### src/rtl/output_encoder.sv
// output_encoder: signed integer to decimal ASCII byte stream with optional separator.
// Ports:
//   clk       system clock, rising edge
//   rst_n     asynchronous active-low reset
//   in_value  signed value to print (DATA_W bits)
//   in_sep    separator: 0 none, 1 space, 2 LF, 3 CR LF
//   in_valid  producer offers in_value/in_sep
//   in_ready  encoder can accept (transfer on in_valid && in_ready)
//   tx_data   ASCII byte to uart_tx, stable while tx_valid && !tx_ready
//   tx_valid  tx_data valid
//   tx_ready  uart_tx accepts the byte
//   busy      high from accepted input until last byte accepted
//   done      one-cycle pulse after the last byte is accepted
// Build option: define ENCODER_PAD_EN to right-align numbers in FIELD_W columns with spaces.
module output_encoder #(
   parameter int DATA_W  = 32,
   parameter int MAX_DIG = 10,
   parameter int FIELD_W = 6
) (
   input  logic              clk,
   input  logic              rst_n,
   input  logic [DATA_W-1:0] in_value,
   input  logic [1:0]        in_sep,
   input  logic              in_valid,
   output logic              in_ready,
   output logic [7:0]        tx_data,
   output logic              tx_valid,
   input  logic              tx_ready,
   output logic              busy,
   output logic              done
);
   localparam int KW = $clog2(MAX_DIG);
`ifdef ENCODER_PAD_EN
   typedef enum logic [2:0] {IDLE, CONVERT, PAD, SIGN, DIGITS, SEP} state_t;
`else
   typedef enum logic [2:0] {IDLE, CONVERT, SIGN, DIGITS, SEP} state_t;
`endif
   function automatic logic [DATA_W-1:0] pow10(input int n);
      logic [DATA_W-1:0] p;
      p = DATA_W'(1);
      for (int j = 0; j < n; j++) p = p * DATA_W'(10);
      return p;
   endfunction
   logic [DATA_W-1:0] pow_tab [MAX_DIG];
   for (genvar i = 0; i < MAX_DIG; i++) begin : g_pow
      assign pow_tab[i] = pow10(i);
   end
   state_t                    state, state_n;
   logic                      sign, sign_n;
   logic [DATA_W-1:0]         mag, mag_n;
   logic [1:0]                sep, sep_n;
   logic [KW-1:0]             k, k_n;
   logic [MAX_DIG-1:0][3:0]   digs, digs_n;
   logic [KW-1:0]             top, top_n;
   logic                      found, found_n;
   logic [KW-1:0]             idx, idx_n;
   logic                      sep_lf, sep_lf_n;
   logic [7:0]                tx_data_n;
   logic                      tx_valid_n;
   logic                      done_n;
`ifdef ENCODER_PAD_EN
   logic [7:0]                pcnt, pcnt_n;
   logic [7:0]                nchar;
   logic                      pad_more;
   assign nchar    = 8'(sign) + 8'(top) + 8'd1;
   assign pad_more = (pcnt + nchar) < 8'(FIELD_W);
`endif
   assign in_ready = state == IDLE;
   assign busy     = state != IDLE;
   always_ff @(posedge clk or negedge rst_n) begin
      if (!rst_n) begin
         state    <= IDLE;
         sign     <= 1'b0;
         mag      <= '0;
         sep      <= '0;
         k        <= '0;
         digs     <= '0;
         top      <= '0;
         found    <= 1'b0;
         idx      <= '0;
         sep_lf   <= 1'b0;
         tx_data  <= 8'h00;
         tx_valid <= 1'b0;
         done     <= 1'b0;
`ifdef ENCODER_PAD_EN
         pcnt     <= '0;
`endif
      end else begin
         state    <= state_n;
         sign     <= sign_n;
         mag      <= mag_n;
         sep      <= sep_n;
         k        <= k_n;
         digs     <= digs_n;
         top      <= top_n;
         found    <= found_n;
         idx      <= idx_n;
         sep_lf   <= sep_lf_n;
         tx_data  <= tx_data_n;
         tx_valid <= tx_valid_n;
         done     <= done_n;
`ifdef ENCODER_PAD_EN
         pcnt     <= pcnt_n;
`endif
      end
   end
   // Every emitting state uses the same two-step handshake: raise tx_valid with
   // the byte, then drop it and advance once the byte is accepted.
   always_comb begin
      state_n    = state;
      sign_n     = sign;
      mag_n      = mag;
      sep_n      = sep;
      k_n        = k;
      digs_n     = digs;
      top_n      = top;
      found_n    = found;
      idx_n      = idx;
      sep_lf_n   = sep_lf;
      tx_data_n  = tx_data;
      tx_valid_n = tx_valid;
      done_n     = 1'b0;
`ifdef ENCODER_PAD_EN
      pcnt_n     = pcnt;
`endif
      case (state)
         IDLE: begin
            if (in_valid) begin
               sign_n   = in_value[DATA_W-1];
               // Unsigned negate: the most negative value maps to 2^(DATA_W-1).
               mag_n    = in_value[DATA_W-1] ? ~in_value + 1'b1 : in_value;
               sep_n    = in_sep;
               k_n      = KW'(MAX_DIG - 1);
               digs_n   = '0;
               top_n    = '0;
               found_n  = 1'b0;
               sep_lf_n = 1'b0;
`ifdef ENCODER_PAD_EN
               pcnt_n   = '0;
`endif
               state_n  = CONVERT;
            end
         end
         CONVERT: begin
            if (mag >= pow_tab[k]) begin
               mag_n     = mag - pow_tab[k];
               digs_n[k] = digs[k] + 4'd1;
            end else begin
               // The first nonzero digit from the top fixes the printed length;
               // an all-zero value keeps top=0 and prints a single '0'.
               if (digs[k] != 4'd0 && !found) begin
                  top_n   = k;
                  found_n = 1'b1;
               end
               if (k == '0) begin
`ifdef ENCODER_PAD_EN
                  state_n = PAD;
`else
                  state_n = SIGN;
`endif
               end else begin
                  k_n = k - KW'(1);
               end
            end
         end
`ifdef ENCODER_PAD_EN
         PAD: begin
            if (!pad_more) begin
               state_n = SIGN;
            end else if (!tx_valid) begin
               tx_data_n  = 8'h20;
               tx_valid_n = 1'b1;
            end else if (tx_ready) begin
               tx_valid_n = 1'b0;
               pcnt_n     = pcnt + 8'd1;
            end
         end
`endif
         SIGN: begin
            if (!sign) begin
               state_n = DIGITS;
               idx_n   = top;
            end else if (!tx_valid) begin
               tx_data_n  = 8'h2D;
               tx_valid_n = 1'b1;
            end else if (tx_ready) begin
               tx_valid_n = 1'b0;
               state_n    = DIGITS;
               idx_n      = top;
            end
         end
         DIGITS: begin
            if (!tx_valid) begin
               tx_data_n  = 8'h30 + {4'h0, digs[idx]};
               tx_valid_n = 1'b1;
            end else if (tx_ready) begin
               tx_valid_n = 1'b0;
               if (idx != '0) begin
                  idx_n = idx - KW'(1);
               end else if (sep == 2'd0) begin
                  state_n = IDLE;
                  done_n  = 1'b1;
               end else begin
                  state_n = SEP;
               end
            end
         end
         SEP: begin
            if (!tx_valid) begin
               tx_data_n  = sep == 2'd1 ? 8'h20 : (sep == 2'd3 && !sep_lf) ? 8'h0D : 8'h0A;
               tx_valid_n = 1'b1;
            end else if (tx_ready) begin
               tx_valid_n = 1'b0;
               if (sep == 2'd3 && !sep_lf) begin
                  sep_lf_n = 1'b1;
               end else begin
                  state_n = IDLE;
                  done_n  = 1'b1;
               end
            end
         end
         default: state_n = IDLE;
      endcase
   end
endmodule

### config.mk
export PLATFORM = sky130hd
export DESIGN_NAME = output_encoder
export DESIGN_NICKNAME = d
export VERILOG_FILES = /design/src/rtl/output_encoder.sv
export SDC_FILE = /design/constraint.sdc
export NUM_CORES = 1
export LEC_CHECK = 0
export BUFFER_PORTS_ARGS = -buffer_cell sky130_fd_sc_hd__buf_2
export CORE_AREA = 2 2 121 123
export DETAILED_ROUTE_END_ITERATION = 7
export DIE_AREA = 0 0 123 125
export GPL_TIMING_DRIVEN = 1
export PLACE_DENSITY = 0.73
export SLEW_MARGIN = 20
export SYNTH_ARGS = -nofsm -noshare
export SYNTH_HDL_FRONTEND = slang
export SYNTH_SLANG_ARGS = --single-unit
### constraint.sdc
create_clock -name clk -period 5 [get_ports clk]
set_input_delay 1.25 -clock clk [delete_from_list [all_inputs] [get_ports clk]]
set_output_delay 1.25 -clock clk [all_outputs]
set_load 0.01 [all_outputs]
**After elaboration in Yosys (flattened, before gate mapping)**

Memory sizes are Yosys's and may differ from the RTL's.
Index checks and enable logic that the tools add are counted.

- Input port bits: 38
- Output and inout port bits: 12
- Bits in registers: 102
- Memories kept: 1
- Memory bits (read-only): 512

Memories:

| name | depth | width | read ports | clocked after memory_dff | write ports | RTL line | source |
|---|---|---|---|---|---|---|---|
| (no name shown) | 16 | 32 | 1 | 0 | 0 | 146 | `mag_n = mag - pow_tab[k];` |

- Reductions and logical operators: 26
- Add/subtract/negate cells: 6
- Bitwise logic cells: 2
- Order comparisons: 5
- Equal/unequal tests: 26
- Mux-type cells: 72

Operators by type and width:

| cell | count |
|---|---|
| two-way mux 32 bit | 5 |
| two-way mux 40 bit | 2 |
| one-hot mux 40 bit (2 select lines) | 1 |
| one-hot mux 32 bit (2 select lines) | 1 |
| two-way mux 4 bit | 15 |
| two-way mux 3 bit | 14 |
| bitwise mux 40 bit | 1 |
| inequality test 2 bit, second input constant | 18 |
| adder 32 x 1 -> 32 bit, second input constant | 1 |
| binary-select mux 4 bit (select 4 bit) | 2 |
| >= comparator 32 bit | 1 |
| two-way mux 8 bit | 4 |
| inverter 32 bit | 1 |
| subtractor 32 bit | 1 |
| one-hot mux 4 bit (2 select lines) | 3 |
| one-hot mux 8 bit (3 select lines) | 1 |
| demux 4 bit (select 4 bit) | 1 |
| two-way mux 1 bit | 16 |
| one-hot mux 3 bit (5 select lines) | 1 |
| AND reduction 11 bit | 1 |
| < comparator 4 x 5 -> 1 bit, second input constant | 2 |
| AND reduction 5 bit | 2 |
| one-hot mux 1 bit (2 select lines) | 4 |
| AND reduction 4 bit | 2 |
| other kinds (25) | 37 |

**Logic depth before layout (Yosys ltp)**

- Depth after elaboration: 7
- Mapped depth: 20
- Gate-level depth less buffers: 15

**Least setup slack after synthesis**

No wires, ideal clock.

- Path type: reg2reg
- Start: register k[0]
- End: register state[0]
- Slack: 0.881 ns
- Period minus slack after synthesis: 4.119 ns
- Buffers on the path: 4
- Data arrival time: 3.992 ns
- Cell stages (with the launch flop): 19
- Path through: dfrtp_1 -> clkbuf_1 -> buf_2 -> clkbuf_1 -> inv_1 -> ha_1 -> inv_1 -> a21oi_1 -> o21ai_0 -> ha_1 -> clkbuf_1 -> nand2_1 -> or4_1 -> or3_1 -> nand4_1 -> a41oi_4 -> nor2_4 -> a211o_1 -> mux2_1

- Cells in the longest elaborated chain, start to end: 7
- Elaborated cells between the ends (all ways): 9
- Classes of those cells: 1 x order compare; 2 x eq/ne; 2 x mux; 1 x bitwise; 2 x reduce/logical; 1 x memory

Ends and longest elaborated chain:

| item | RTL line | source |
|---|---|---|
| from (decl) | 52 | `logic [KW-1:0] k, k_n;` |
| from (signal assigned) | 93 | `k <= k_n;` |
| inverter 4 -> 5 bit (implied by the code) | 145 | `if (mag >= pow_tab[k]) begin` |
| memory (16 x 32 bit) | - |  |
| two-way mux 32 bit (2 in series) | - |  |
| >= comparator 32 bit | 145 |  |
| inequality test 2 bit (no line) | - |  |
| AND reduction 11 bit (no line) (*) | - |  |
| to (signal assigned) | 89 | `state <= state_n;` |
| to (decl) | 48 | `state_t state, state_n;` |

Mark *: on every way between the ends. The rest lies on a longest branch, timed or not. The select of a mux whose other input is x is not followed.
A chain may end at the register's enable or synchronous reset.

**Worst setup path after layout**

- Start: register k[3]
- End: register mag[1]

- Cells in the longest elaborated chain, start to end: 7
- Elaborated cells between the ends (all ways): 10
- Classes of those cells: 1 x add/sub; 1 x order compare; 1 x eq/ne; 4 x mux; 1 x bitwise; 1 x reduce/logical; 1 x memory

Ends and longest elaborated chain:

| item | RTL line | source |
|---|---|---|
| inverter 4 -> 5 bit (implied by the code) (*) | 145, 146 |  |
| memory (16 x 32 bit) (*) | - |  |
| two-way mux 32 bit (implied by the code) (*) (2 in series) | 146 |  |
| subtractor 32 bit / >= comparator 32 bit (equally long branches) | 146, 145 |  |
| two-way mux 32 bit / inequality test 2 bit (equally long branches) | - |  |
| one-hot mux 32 bit (2 select lines) / AND reduction 3 bit (equally long branches) | - |  |
| to (signal assigned) | 91 | `mag <= mag_n;` |
| to (decl) | 50 | `logic [DATA_W-1:0] mag, mag_n;` |

Marked as above.

==> flow_summary.json <==
{
  "nets": 1034,
  "vias": 6795,
  "cp_max_fo": 41,
  "layout_commonest_cell": "nand2_1",
  "synth_cell_types": 71,
  "antenna_cells": 0,
  "final-setup-viol-count": 0,
  "crit_path_frequent_cell": "nand2_1",
  "antenna_found_initial": 0,
  "die_w_um": 123,
  "clkLatencyLatePin_ns": 0.36,
  "synth_edf_count": 0,
  "drt_iter0_markers": 500,
  "syn_inst": 933,
  "cts_tree": "built",
  "tns_ns": 0,
  "ys_async_sr_fraction": 1.00,
  "drive_above_1_share": 0.113,
  "start_util": 0.536,
  "grt_pass1_wl_um": 31900,
  "fmax_mhz": 232,
  "clock-sinks": 100,
  "syn_area_mm2": 0.00761,
  "crit_path_end_kind": "flop",
  "worstMarginPinSlew_ns": 0.905,
  "maxCapViolations": 0,
  "finalMaxSlewViolations": 0,
  "power_density_mw_per_mm2": 698,
  "finalHoldViolations": 0,
  "via_per_inst": 5.95,
  "wl_per_cell_um": 16.8,
  "die_area_mm2": 0.0154,
  "slowest_delay_ns": 0.64,
  "grt_max_degree": 71,
  "cp.arrival_ns": 4.54,
  "clock_skew_ns": 0.0120,
  "post-route-period-util": 0.861,
  "place.gp.congestion": 0.910,
  "fp.dieH_um": 125,
  "seq_area_frac_synth": 0.329,
  "syn_area_per_cell_um2": 8.15,
  "crit_chain": "clkinv_1 > nor2_1 > inv_1 > o31ai_1 > ha_1 > nand2_1 > or4_1 > or3_1 > nand4_1 > a41oi_4 > nand2_1 > nand2_2 > buf_4 > nand2_1 > o21ai_0",
  "critPathKind": "reg2reg",
  "fillers": 1317,
  "gr-total-overflow": 0,
  "boundaryPins": 50,
  "start_kind": "flop",
  "required_ns": 5.23,
  "cts.root.buffer_cell": "clkbuf_16",
  "core_area_mm2": 0.0142,
  "leakagePower_nw": 3.55,
  "grt_use_total": 0.260,
  "clk_pin_slew_ns": 0.07,
  "cts_hold_buf": 0,
  "post-dp-hpwl_um": 14200,
  "numCtsBuffers": 9,
  "port_buffers": 47,
  "run_status": "finished clean",
  "drt-pass1-iter-count": 5,
  "hold_class": "reg2reg",
  "cp_slowest_cell": "dfrtp_1",
  "synth_ff_type": "dfrtp_1",
  "grt_pass1_vias": 6362,
  "hold_slack_ns": 0.472,
  "drcViolationCount": 0,
  "ir_drop_v": 0.000293,
  "ys_seq_elements": 100,
  "rrSetupSlack_ns": 0.69,
  "cts.path.max_buffers": 2,
  "yosys_warnings": 0,
  "ant_nets": 0,
  "slew_headroom": 0.397,
  "area_growth_pct": 8.16,
  "post-cts-setup-buffers": 0,
  "post_cts_resized": 0,
  "rsz0062_at_grt": "false",
  "std_cell_rows": 44,
  "htreeDepth": 3,
  "drt-total-wl_um": 19100,
  "layout_common_cells": "nand2_1, dfrtp_1, o21ai_0, a21oi_1, nor2_1",
  "fin_crit_ns": 4.31
}
[synth_stat cells, types with 13 or more instances]
master    number  area share
nand2_1      163       0.080
dfrtp_1      100        0.33
o21ai_0       99       0.065
a21oi_1       86       0.057
nor2_1        80       0.039
ha_1          41       0.067
clkbuf_1      37       0.018
xnor2_1       32       0.037
inv_1         24       0.012
xor2_1        23       0.026
o21ai_1       19       0.012
mux4_2        16       0.047
mux2i_1       14       0.018
nor3_1        13      0.0086
[worst max-delay path: cells and delay by family (launching register included)]
kind	cells	cell delay (ns)
compound gates	3	0.41
fa+ha+maj	1	0.29
buf+inv	3	0.92
flops	1	0.64
simple gates	8	1.91
[through the flow]
stage	std cells	utilization	power (mW)	instance area [um^2]	setup WS [ns]
after floorplan	934	-	4.20	7610	0.881
after global placement	1127	0.559	4.97	7950	0.773
after global routing	1142	0.579	6.28	8230	0.258
after detailed placement	1127	0.559	5.01	7950	0.706
after CTS	1142	0.579	5.74	8230	0.701
final	1142	0.579	5.74	8230	0.695
[power breakdown]
part	internal (mW)	switching, mW
registers	1.06	0.259
logic	1.42	2.31
clock network	0.365	0.324
[path summary, 6_finish.rpt]
path / from / endpoint / depth (start not counted)
max: k[3] / mag[1] / 15
min: tx_data[4] / tx_data[4] / 2
max reg2reg: k[3] / mag[1] / 15
min reg2reg: tx_data[4] / tx_data[4] / 2
max in group asynchronous: rst_n / digs[34] / 2
min in group asynchronous: rst_n / digs[17] / 1
[per-layer routing]
metal | track usage | share of wire
met5 | 0 | 0
met4 | 0.0668 | 0.017
met3 | 0.0516 | 0.055
met2 | 0.417 | 0.48
met1 | 0.362 | 0.45
[cell type report]
class,instances,area [um^2],area share
Sequential cell,100,2500,0.304
Clock inverter,4,30.0,0.00365
Inverter,25,93.8,0.0114
Timing Repair Buffer,55,298,0.0362
Tap cell,184,230,0.0280
Multi-Input combinational cell,763,4820,0.586
Clock buffer,11,253,0.0307
[sequential cells by signal, indices dropped and copies added, names as in the netlist]
| name | count |
|---|---|
| digs | 40 |
| mag | 32 |
| tx_data | 6 |
| idx | 4 |
| k | 4 |
| top | 4 |
| state | 3 |
| sep | 2 |
| done | 1 |
| found | 1 |
| sep_lf | 1 |
| sign | 1 |
| tx_valid | 1 |
[cells by family (layout without fill, tap and decap cells)]
logic type / count (synthesis) / in the layout / share of synthesized area
other cells: 1 / 2 / 0.000493
fa+ha+maj: 42 / 42 / 0.0701
flops: 100 / 100 / 0.329
xor+xnor: 55 / 55 / 0.0633
compound gates: 296 / 296 / 0.233
simple gates: 336 / 336 / 0.198
mux: 32 / 32 / 0.0687
buf+inv: 71 / 95 / 0.0380
Note: power is estimated with default switching activity, not from simulation.
